## config.mk

```make
export PLATFORM = sky130hd
export DESIGN_NAME = dll_tx_replay_ctrl
export DESIGN_NICKNAME = d
export VERILOG_FILES = /design/src/rtl/dll_tx_replay_ctrl.sv
export SDC_FILE = /design/constraint.sdc
export NUM_CORES = 1
export LEC_CHECK = 0
export BUFFER_PORTS_ARGS = -buffer_cell sky130_fd_sc_hd__buf_2
export CELL_PAD_IN_SITES_DETAIL_PLACEMENT = 0
export CELL_PAD_IN_SITES_GLOBAL_PLACEMENT = 1
export CORE_UTILIZATION = 36
export DETAILED_ROUTE_END_ITERATION = 7
export GPL_ROUTABILITY_DRIVEN = 0
export GPL_TIMING_DRIVEN = 0
export PLACE_DENSITY = 0.74
export SETUP_SLACK_MARGIN = 0.05
export SYNTH_ARGS = -nofsm -noshare
export SYNTH_HDL_FRONTEND = slang
export SYNTH_SLANG_ARGS = --single-unit
```

## constraint.sdc

```tcl
create_clock -name sclk -period 8.7 [get_ports sclk]
set_clock_uncertainty 0.2 [all_clocks]
set_input_delay 1.74 -clock sclk [delete_from_list [all_inputs] [get_ports sclk]]
set_output_delay 1.74 -clock sclk [all_outputs]
set_load 0.01 [all_outputs]
```

## src/rtl/dll_tx_replay_ctrl.sv

```systemverilog
// Transmit DLL sequence/replay controller: owns NEXT_TRANSMIT_SEQ, ACKD_SEQ, outstanding count, replay timer and REPLAY_NUM.
// Latency: issue -> next_seq_o/outstanding_o 1 cycle; ACK/NAK -> purge/dllp_err 1 cycle; replay pending -> replay_req_o >= 1 cycle.
// Backpressure: seq_full_o tells the packetizer to stall; replay_req_o is held off while replay_busy_i. Optional stats: DLL_REPLAY_STATS_EN.
module dll_tx_replay_ctrl #(
  parameter int SEQ_BITS           = 12,
  parameter int MAX_TLP_PER_CYCLE  = 2,
  parameter int REPLAY_TIMER_LIMIT = 711,
  parameter int REPLAY_NUM_MAX     = 3,
  parameter int TIMER_BITS         = 16,
  localparam int IW                = $clog2(MAX_TLP_PER_CYCLE + 1),
  localparam int RN_BITS           = (REPLAY_NUM_MAX < 1) ? 1 : $clog2(REPLAY_NUM_MAX + 1)
) (
  input  logic                sclk,
  input  logic                srst_n,
  input  logic                dl_up_i,
  input  logic [IW-1:0]       tlp_issue_cnt_i,
  output logic [SEQ_BITS-1:0] next_seq_o,
  output logic [SEQ_BITS-1:0] ackd_seq_o,
  output logic [SEQ_BITS-1:0] outstanding_o,
  output logic                seq_full_o,
  input  logic                acknak_valid_i,
  input  logic                acknak_nak_i,
  input  logic [SEQ_BITS-1:0] acknak_seq_i,
  output logic                purge_valid_o,
  output logic [SEQ_BITS-1:0] purge_cnt_o,
  output logic                replay_req_o,
  input  logic                replay_busy_i,
  output logic                replay_rollover_o,
`ifdef DLL_REPLAY_STATS_EN
  output logic [15:0]         replay_cnt_o,
  output logic [15:0]         rollover_cnt_o,
`endif
  output logic                dllp_err_o
);

  logic [SEQ_BITS-1:0]   next_seq_q, next_seq_d;
  logic [SEQ_BITS-1:0]   ackd_seq_q, ackd_seq_d;
  logic [SEQ_BITS-1:0]   outstanding_q, outstanding_d;
  logic [TIMER_BITS-1:0] timer_q, timer_d;
  logic [RN_BITS-1:0]    replay_num_q, replay_num_d;
  logic                  replay_pending_q, replay_pending_d;
  logic                  purge_valid_q, purge_valid_d;
  logic [SEQ_BITS-1:0]   purge_cnt_q, purge_cnt_d;
  logic                  replay_req_q, replay_req_d;
  logic                  rollover_q, rollover_d;
  logic                  dllp_err_q, dllp_err_d;

  logic [SEQ_BITS-1:0]   ack_dist;
  logic [SEQ_BITS-1:0]   left_after_purge;
  logic [RN_BITS-1:0]    replay_num_base;
  logic                  in_range;
  logic                  progress;
  logic                  nak_replay;
  logic                  fire;
  logic                  timer_expire;

  // Next-state: sequence bookkeeping, ACK/NAK validation, replay timer and scheduling
  always_comb begin
    ack_dist         = acknak_seq_i - ackd_seq_q;
    left_after_purge = outstanding_q - ack_dist;
    // Only modular distances are compared, so wrap-around needs no special case
    in_range         = (ack_dist <= outstanding_q);
    progress         = acknak_valid_i && in_range && (ack_dist != '0);
    // A NAK that acknowledges everything still outstanding has nothing to replay
    nak_replay       = acknak_valid_i && acknak_nak_i && in_range && (left_after_purge != '0);
    fire             = replay_pending_q && !replay_busy_i;

    next_seq_d       = next_seq_q + SEQ_BITS'(tlp_issue_cnt_i);
    ackd_seq_d       = progress ? acknak_seq_i : ackd_seq_q;
    outstanding_d    = next_seq_d - SEQ_BITS'(1) - ackd_seq_d;

    timer_expire     = 1'b0;
    timer_d          = timer_q;
    if (outstanding_q == '0) begin
      timer_d = '0;
    end else if (!replay_busy_i && !replay_pending_q) begin
      timer_d      = timer_q + TIMER_BITS'(1);
      timer_expire = (timer_q == TIMER_BITS'(REPLAY_TIMER_LIMIT - 1)) && !progress;
    end
    if (progress || fire) begin
      timer_d = '0;
    end

    // Forward progress restarts the retry count before any replay issued this cycle is counted
    replay_num_base  = progress ? '0 : replay_num_q;
    replay_num_d     = replay_num_base;
    rollover_d       = 1'b0;
    if (fire) begin
      if (replay_num_base == RN_BITS'(REPLAY_NUM_MAX)) begin
        rollover_d   = 1'b1;
        replay_num_d = '0;
      end else begin
        replay_num_d = replay_num_base + RN_BITS'(1);
      end
    end

    // A NAK arriving while a replay is already pending folds into that single replay
    replay_pending_d = !fire && (replay_pending_q || nak_replay || timer_expire);

    replay_req_d     = fire;
    purge_valid_d    = progress;
    purge_cnt_d      = progress ? ack_dist : '0;
    dllp_err_d       = acknak_valid_i && !in_range;
  end

  // State registers; link down behaves exactly like reset
  always_ff @(posedge sclk) begin
    if (!srst_n || !dl_up_i) begin
      next_seq_q       <= '0;
      ackd_seq_q       <= '1;
      outstanding_q    <= '0;
      timer_q          <= '0;
      replay_num_q     <= '0;
      replay_pending_q <= 1'b0;
      purge_valid_q    <= 1'b0;
      purge_cnt_q      <= '0;
      replay_req_q     <= 1'b0;
      rollover_q       <= 1'b0;
      dllp_err_q       <= 1'b0;
    end else begin
      next_seq_q       <= next_seq_d;
      ackd_seq_q       <= ackd_seq_d;
      outstanding_q    <= outstanding_d;
      timer_q          <= timer_d;
      replay_num_q     <= replay_num_d;
      replay_pending_q <= replay_pending_d;
      purge_valid_q    <= purge_valid_d;
      purge_cnt_q      <= purge_cnt_d;
      replay_req_q     <= replay_req_d;
      rollover_q       <= rollover_d;
      dllp_err_q       <= dllp_err_d;
    end
  end

  assign next_seq_o        = next_seq_q;
  assign ackd_seq_o        = ackd_seq_q;
  assign outstanding_o     = outstanding_q;
  assign seq_full_o        = outstanding_q[SEQ_BITS-1];
  assign purge_valid_o     = purge_valid_q;
  assign purge_cnt_o       = purge_cnt_q;
  assign replay_req_o      = replay_req_q;
  assign replay_rollover_o = rollover_q;
  assign dllp_err_o        = dllp_err_q;

`ifdef DLL_REPLAY_STATS_EN
  logic [15:0] replay_cnt_q, rollover_cnt_q;

  // Saturating pulse counters; they survive link-down so history spans retrains
  always_ff @(posedge sclk) begin
    if (!srst_n) begin
      replay_cnt_q   <= '0;
      rollover_cnt_q <= '0;
    end else begin
      if (replay_req_q && (replay_cnt_q != 16'hFFFF)) begin
        replay_cnt_q <= replay_cnt_q + 16'd1;
      end
      if (rollover_q && (rollover_cnt_q != 16'hFFFF)) begin
        rollover_cnt_q <= rollover_cnt_q + 16'd1;
      end
    end
  end

  assign replay_cnt_o   = replay_cnt_q;
  assign rollover_cnt_o = rollover_cnt_q;
`endif

`ifndef SYNTHESIS
  // Packetizer must not assign sequence numbers while the window is full
  a_no_issue_when_full : assert property (@(posedge sclk) disable iff (!srst_n || !dl_up_i)
    !(seq_full_o && (tlp_issue_cnt_i != '0)));
`endif

endmodule

```

; After elaboration in Yosys (flattened, before gate mapping)
; Index checks and enable logic that the tools add are counted.
; W data, S select, Z words.
[op_classes]
addsub = 7
mul = 0
div = 0
magnitude_cmp = 1
eq_ne = 2
n_shift = 0
n_mux = 7
bitwise = 2
reduce_logical = 27
[op_table]
columns = cell, n
row1 = $sub A12 B12 Y12, 3
row2 = $reduce_bool A12 Y1, 2
row3 = $add A16 B1 Y16 const B, 1
row4 = $eq A16 B10 Y1 const B, 1
row5 = $add A12 B2 Y12, 1
row6 = $le A12 B12 Y1, 1
row7 = $logic_not A12 Y1, 1
row8 = $mux W12, 1
row9 = $sub A12 B1 Y12 const B, 1
row10 = $logic_and A1 B1 Y1, 10
row11 = $logic_not A1 Y1, 7
row12 = $mux W2, 3
row13 = $logic_or A1 B1 Y1, 4
row14 = $reduce_or A2 Y1, 2
row15 = $mux W1, 3
row16 = $reduce_or A3 Y1, 1
row17 = $add A2 B1 Y2 const B, 1
row18 = $eq A2 B2 Y1 const B, 1
row19 = $not A1 Y1, 2
[totals]
reg_bits = 71
latchBits = 0
ram_bits = 0
romBits = 0
out_inout_bits = 53
memories = 0

; Logic depth before layout (Yosys ltp)
[depth]
ltp_word = 10
ltp_mapped = 30

; Least setup slack after synthesis
; Ideal clock, no wire load.
[synth_timing]
path_type = input to register
start = in acknak_seq_i[0]
end = reg outstanding_q[11] (netlist: outstanding_o[11])
setup_ps = 118
arrival_ps = 6435
slack_ps = 1947
path_stages = 28
path_buffers = 1
path_cell_list = inv_1 ha_1 inv_1 fa_1 a211oi_2 o21bai_1 o22ai_1 xor2_1 ha_1 nand2_1 nand2_1 or3_1 nor3_1 nor3_1 and2_1 nand2_4 buf_8 mux2i_1 ha_1 or2_2 a21oi_1 a211oi_1 a211o_1 a21o_1 a21oi_1 xor2_1 nand3_1 nor3b_1
[synth_via]
elab_chain_cells = 6
[synth_rtl]
columns = element, line
row1 = from (decl), 23  ; input logic [SEQ_BITS-1:0] acknak_seq_i,
row2 = $sub A12 B12 Y12, 59  ; ack_dist = acknak_seq_i - ackd_seq_q;
row3 = $le A12 B12 Y1, 62  ; in_range = (ack_dist <= outstanding_q);
row4 = $logic_and A1 B1 Y1 (2 in a row), 63  ; progress = acknak_valid_i && in_range && (ack_dist != '0);
row5 = $mux W12 (*), 69  ; ackd_seq_d = progress ? acknak_seq_i : ackd_seq_q;
row6 = $sub A12 B12 Y12 (*), 70  ; outstanding_d = next_seq_d - SEQ_BITS'(1) - ackd_seq_d;
row7 = to (signal assigned), 123  ; outstanding_q <= outstanding_d;
row8 = to (decl), 38  ; logic [SEQ_BITS-1:0] outstanding_q, outstanding_d;
; Every way passes the cells marked *; elsewhere a longest branch is shown, timed or not.
; A chain may end at the register's enable or synchronous reset.

; Worst setup path in the final report
; Ends and elaborated chain as after synthesis.

==> results <==
- The layout overhead on the synthesized area is 20.17%.
- The worst hold path belongs to the class flop to flop.
- The vias per cell is 5.044.
- The average cell area after synthesis is 8.865 µm².
- The number of vias in the routed layout is 3526.
- The remaining number of nets flagged by the antenna check after routing is 0.
- The number of max-capacitance violations reported is 0.
- The flow ran to the end, and the final reports show no timing, DRC or antenna violations.
- For this run, the number of Yosys warnings is 0.
- The multi-input combinational cells in the finished layout cover a total of 2591 µm².
- At the worst endpoint, the arrival time is 7.30 ns.
- The total number of H-tree levels is 3.
- Setup repair after global routing left no endpoint under its margin.
- From left edge to right edge, the die measures 109.7 µm.
- The cell row count is 38.
- The vertical extent of the die is 109.7 µm.
- The clock root buffer master is clkbuf_16.
- The starting density of the core is 37.69%.
- Dividing the final minimum period by the clock period gives 83.57%.
- In this run the static leakage power is 2.508 nW.
- The library cell occupying the most area in the post-synthesis netlist is dfxtp_1.
- The detailed-route wire length per cell is 14.69 µm.
- The share of cells above drive strength 1 is 19.14%.
- The synthesized cell area is 4175 µm².
- Measured against the total synthesized area, the mux share comes to 3.147%.
- The die covers 12030 µm².
- Of all flip-flops after synthesis, the portion carrying an async set or reset was 0%.
- The aggregate global routing overflow is 0.
- The number of nets in the layout is 616.
- The total half-perimeter wirelength after legalization and detailed placement is 8300 µm.
- Counting the fill cells in the layout gives 1101.
- The number of global-route vias before repair is 3478.
- Pin placement for this block handled 73 I/O pins.
- The main combinational cell family by area after synthesis is simple AND/OR/NAND/NOR gates.
- The number of synthesized register bits is 71.
- The final count of pins violating max slew is 0.
- In this run the post-CTS setup repair buffer count came out at 0.
- The number of setup violations in the final report is 0.
- The endpoint type of the worst setup path is a flop.
- The total power draw is 0.7806 mW.
- The clock tree from TritonCTS is yes.
- Summing the areas of all fa, ha and maj instances in the mapped netlist gives 13.13% of the synthesized area.
- The total of cells resized after clock tree synthesis is 0.
- Summing all placed instances gives a cell area of 4711 µm².
- The highest clock rate is 137.5 MHz.
- The area fraction in compound gates after synthesis is 12.95%.
- The total wire length after detailed routing is 10270 µm.
- The longest clock path from root to sink contains 2 buffers.
- VDD sags by at most 0.1409 mV.
- The post-synthesis cell count is 471.
- For the pin with the worst max-slew slack, the measured transition is 0.5517 ns.
- The initial antenna violation count is 0.
- By area the synthesized netlist is led by dfxtp_1, ha_1, xnor2_1, nor2_1, xor2_1.
- Yosys mapped a number of flops with a built-in enable equal to 0.
- The final critical-path required period is 7.271 ns.
- The sequential standard cell area is 1421 µm².
- Among all flip-flop cells after synthesis, the most frequent one is dfxtp_1.
- The count of distinct cell types in the synthesized netlist is 63.
- The worst setup path is launched from an input port.
- In the global route stage, overall resource usage came out at 18.73%.
- The count of unresolved DRC violations after routing is 0.
- The core outline area is 11080 µm².
- The clock-pin slew reported for the worst setup and hold paths after clock tree synthesis is 0.06 ns.
- The first global-routing pass estimated 16840 µm of wire.
- The data required time of the critical path is 8.72 ns.
- The maximum number of pins on one net before global-route repair is 12.
- Summing the areas of all xor and xnor instances in the mapped netlist gives 9.230% of the synthesized area.
- The top cell types in the final layout, fill and taps aside, are buf_2, dfxtp_1, nor2_1.
- The area fraction in and, or, nand and nor cells after synthesis is 23.61%.
- The number of hold buffers added after CTS was 0.
- Sequential elements use 34.04% of the synthesized area.
- The relative max-transition margin is 63.22%.
- The critical setup path kind is input port to flop.
- The clock net in this run drives a total of 71 sinks.
- The synthesized design devotes to its leading area cell type 34.04% of total area.
- The maximum fanout along the worst path is 10.
- The summed negative setup slack over all endpoints is 0 ns.
- The first TritonRoute pass finished after 4 iterations.
- The library cell used most frequently in the layout, excluding fill and tap cells, is buf_2.
- The hold violation total from the final report is 0.
- The final cell area excluding filler cells is 5017 µm².
- The CTS buffer count is 9.
- For this design, the slowest cell found on the critical path is fa_1.
- The repair_antennas step left the layout with diodes totalling 0.
- The number of nets in the synthesized netlist is 533.
- The power per unit of standard cell area is 155.6 nW/µm².
- In this design, the stage delay of the slowest critical-path cell is 0.43 ns.
- Clock latency on the worst-skew pair, taken at its later pin, is 0.34 ns.
- Input and output buffers added on the ports amount to 72.
- The violation count after the first detailed-routing iteration is 103.
==> Yosys cell counts, types with 3 or more instances <==
| cell | number |
|---|---|
| a21oi_1 | 17 |
| clkbuf_1 | 5 |
| nor3_1 | 8 |
| nor2_2 | 4 |
| nor4_1 | 6 |
| nand4_1 | 4 |
| fa_1 | 3 |
| a211oi_1 | 6 |
| o21a_1 | 8 |
| nand2b_1 | 6 |
| o21bai_1 | 3 |
| dfxtp_1 | 71 |
| a21o_1 | 9 |
| nor4b_1 | 3 |
| nand3_1 | 19 |
| o21ai_0 | 9 |
| xor2_1 | 21 |
| xnor2_1 | 23 |
| inv_1 | 28 |
| and3_1 | 13 |
| nor2_1 | 52 |
| nor2b_1 | 6 |
| ha_1 | 39 |
| mux2i_1 | 12 |
| and2_1 | 15 |
| or2_2 | 3 |
| nand2_1 | 36 |
==> state kept, by name, summed over array words and instances (netlist names) <==
signal and flops:
outstanding_o 12, replay_num_q 2, next_seq_o 12, purge_cnt_o 12, replay_pending_q 1, dllp_err_o 1, replay_req_o 1, timer_q 16
ackd_seq_o 12, replay_rollover_o 1, purge_valid_o 1
==> worst paths after layout <==
path                   start           endpoint  slack, ns  cells after the start
min               timer_q[2]         timer_q[2]       0.30                      2
max          acknak_seq_i[0]  outstanding_o[11]       1.43                     28
max reg2reg    ackd_seq_o[3]  outstanding_o[11]       2.53                     26
min reg2reg       timer_q[2]         timer_q[2]       0.30                      2
==> per-stage QoR <==
stage	cells	hold slack, ns	utilization, %	worst slack [ns]
2_1_floorplan	471	0.2710	-	1.947
3_3_place_gp	683	0.2851	42.52	1.099
3_5_place_dp	683	0.2899	42.52	1.016
4_1_cts	699	0.3069	45.29	1.363
5_1_grt	699	0.3478	45.29	0.9296
6_report	699	0.3028	45.29	1.429
==> layer usage <==
layer | global-route usage (%) | wire length (µm) | up-vias
met5 | 0 | 0 | -
met3 | 5.513 | 483 | 10
met2 | 32.52 | 5012 | 58
met4 | 6.476 | 137 | 0
met1 | 21.87 | 4634 | 1656
li1 | - | - | 1802
==> where the power goes <==
group	internal (mW)	switching (mW)
combinational	0.0252	0.0365
clock	0.250	0.140
sequential	0.327	0.00164
total	0.602	0.178
==> cells by family (layout without fill, tap and decap cells) <==
logic type                 count (synthesis)  in the layout
and+or+nand+nor                          189            189
adders and majority gates                 42             42
muxes                                     13             13
xor gates and xnor gates                  44             44
AOI/OAI and AO/OA                         75             75
DFF                                       71             71
buffers and inverters                     37            125
==> area by class of cell <==
class	instances	area share, %
Multi-Input combinational cell	363	51.65
Clock buffer	12	4.713
Clock inverter	4	1.397
Buffer	9	1.147
Inverter	28	2.095
Sequential cell	71	28.33
Timing Repair Buffer	72	7.182
Tap cell	140	3.491
==> worst max-delay path: cells and delay by family <==
kind	cells	cell delay, ns
compound gates	9	1.82
simple gates	8	1.42
fa+ha+maj	4	1.13
xor+xnor	2	0.59
buf+inv	4	0.39
mux	1	0.21
No activity file was read; power rests on OpenSTA's default activity.
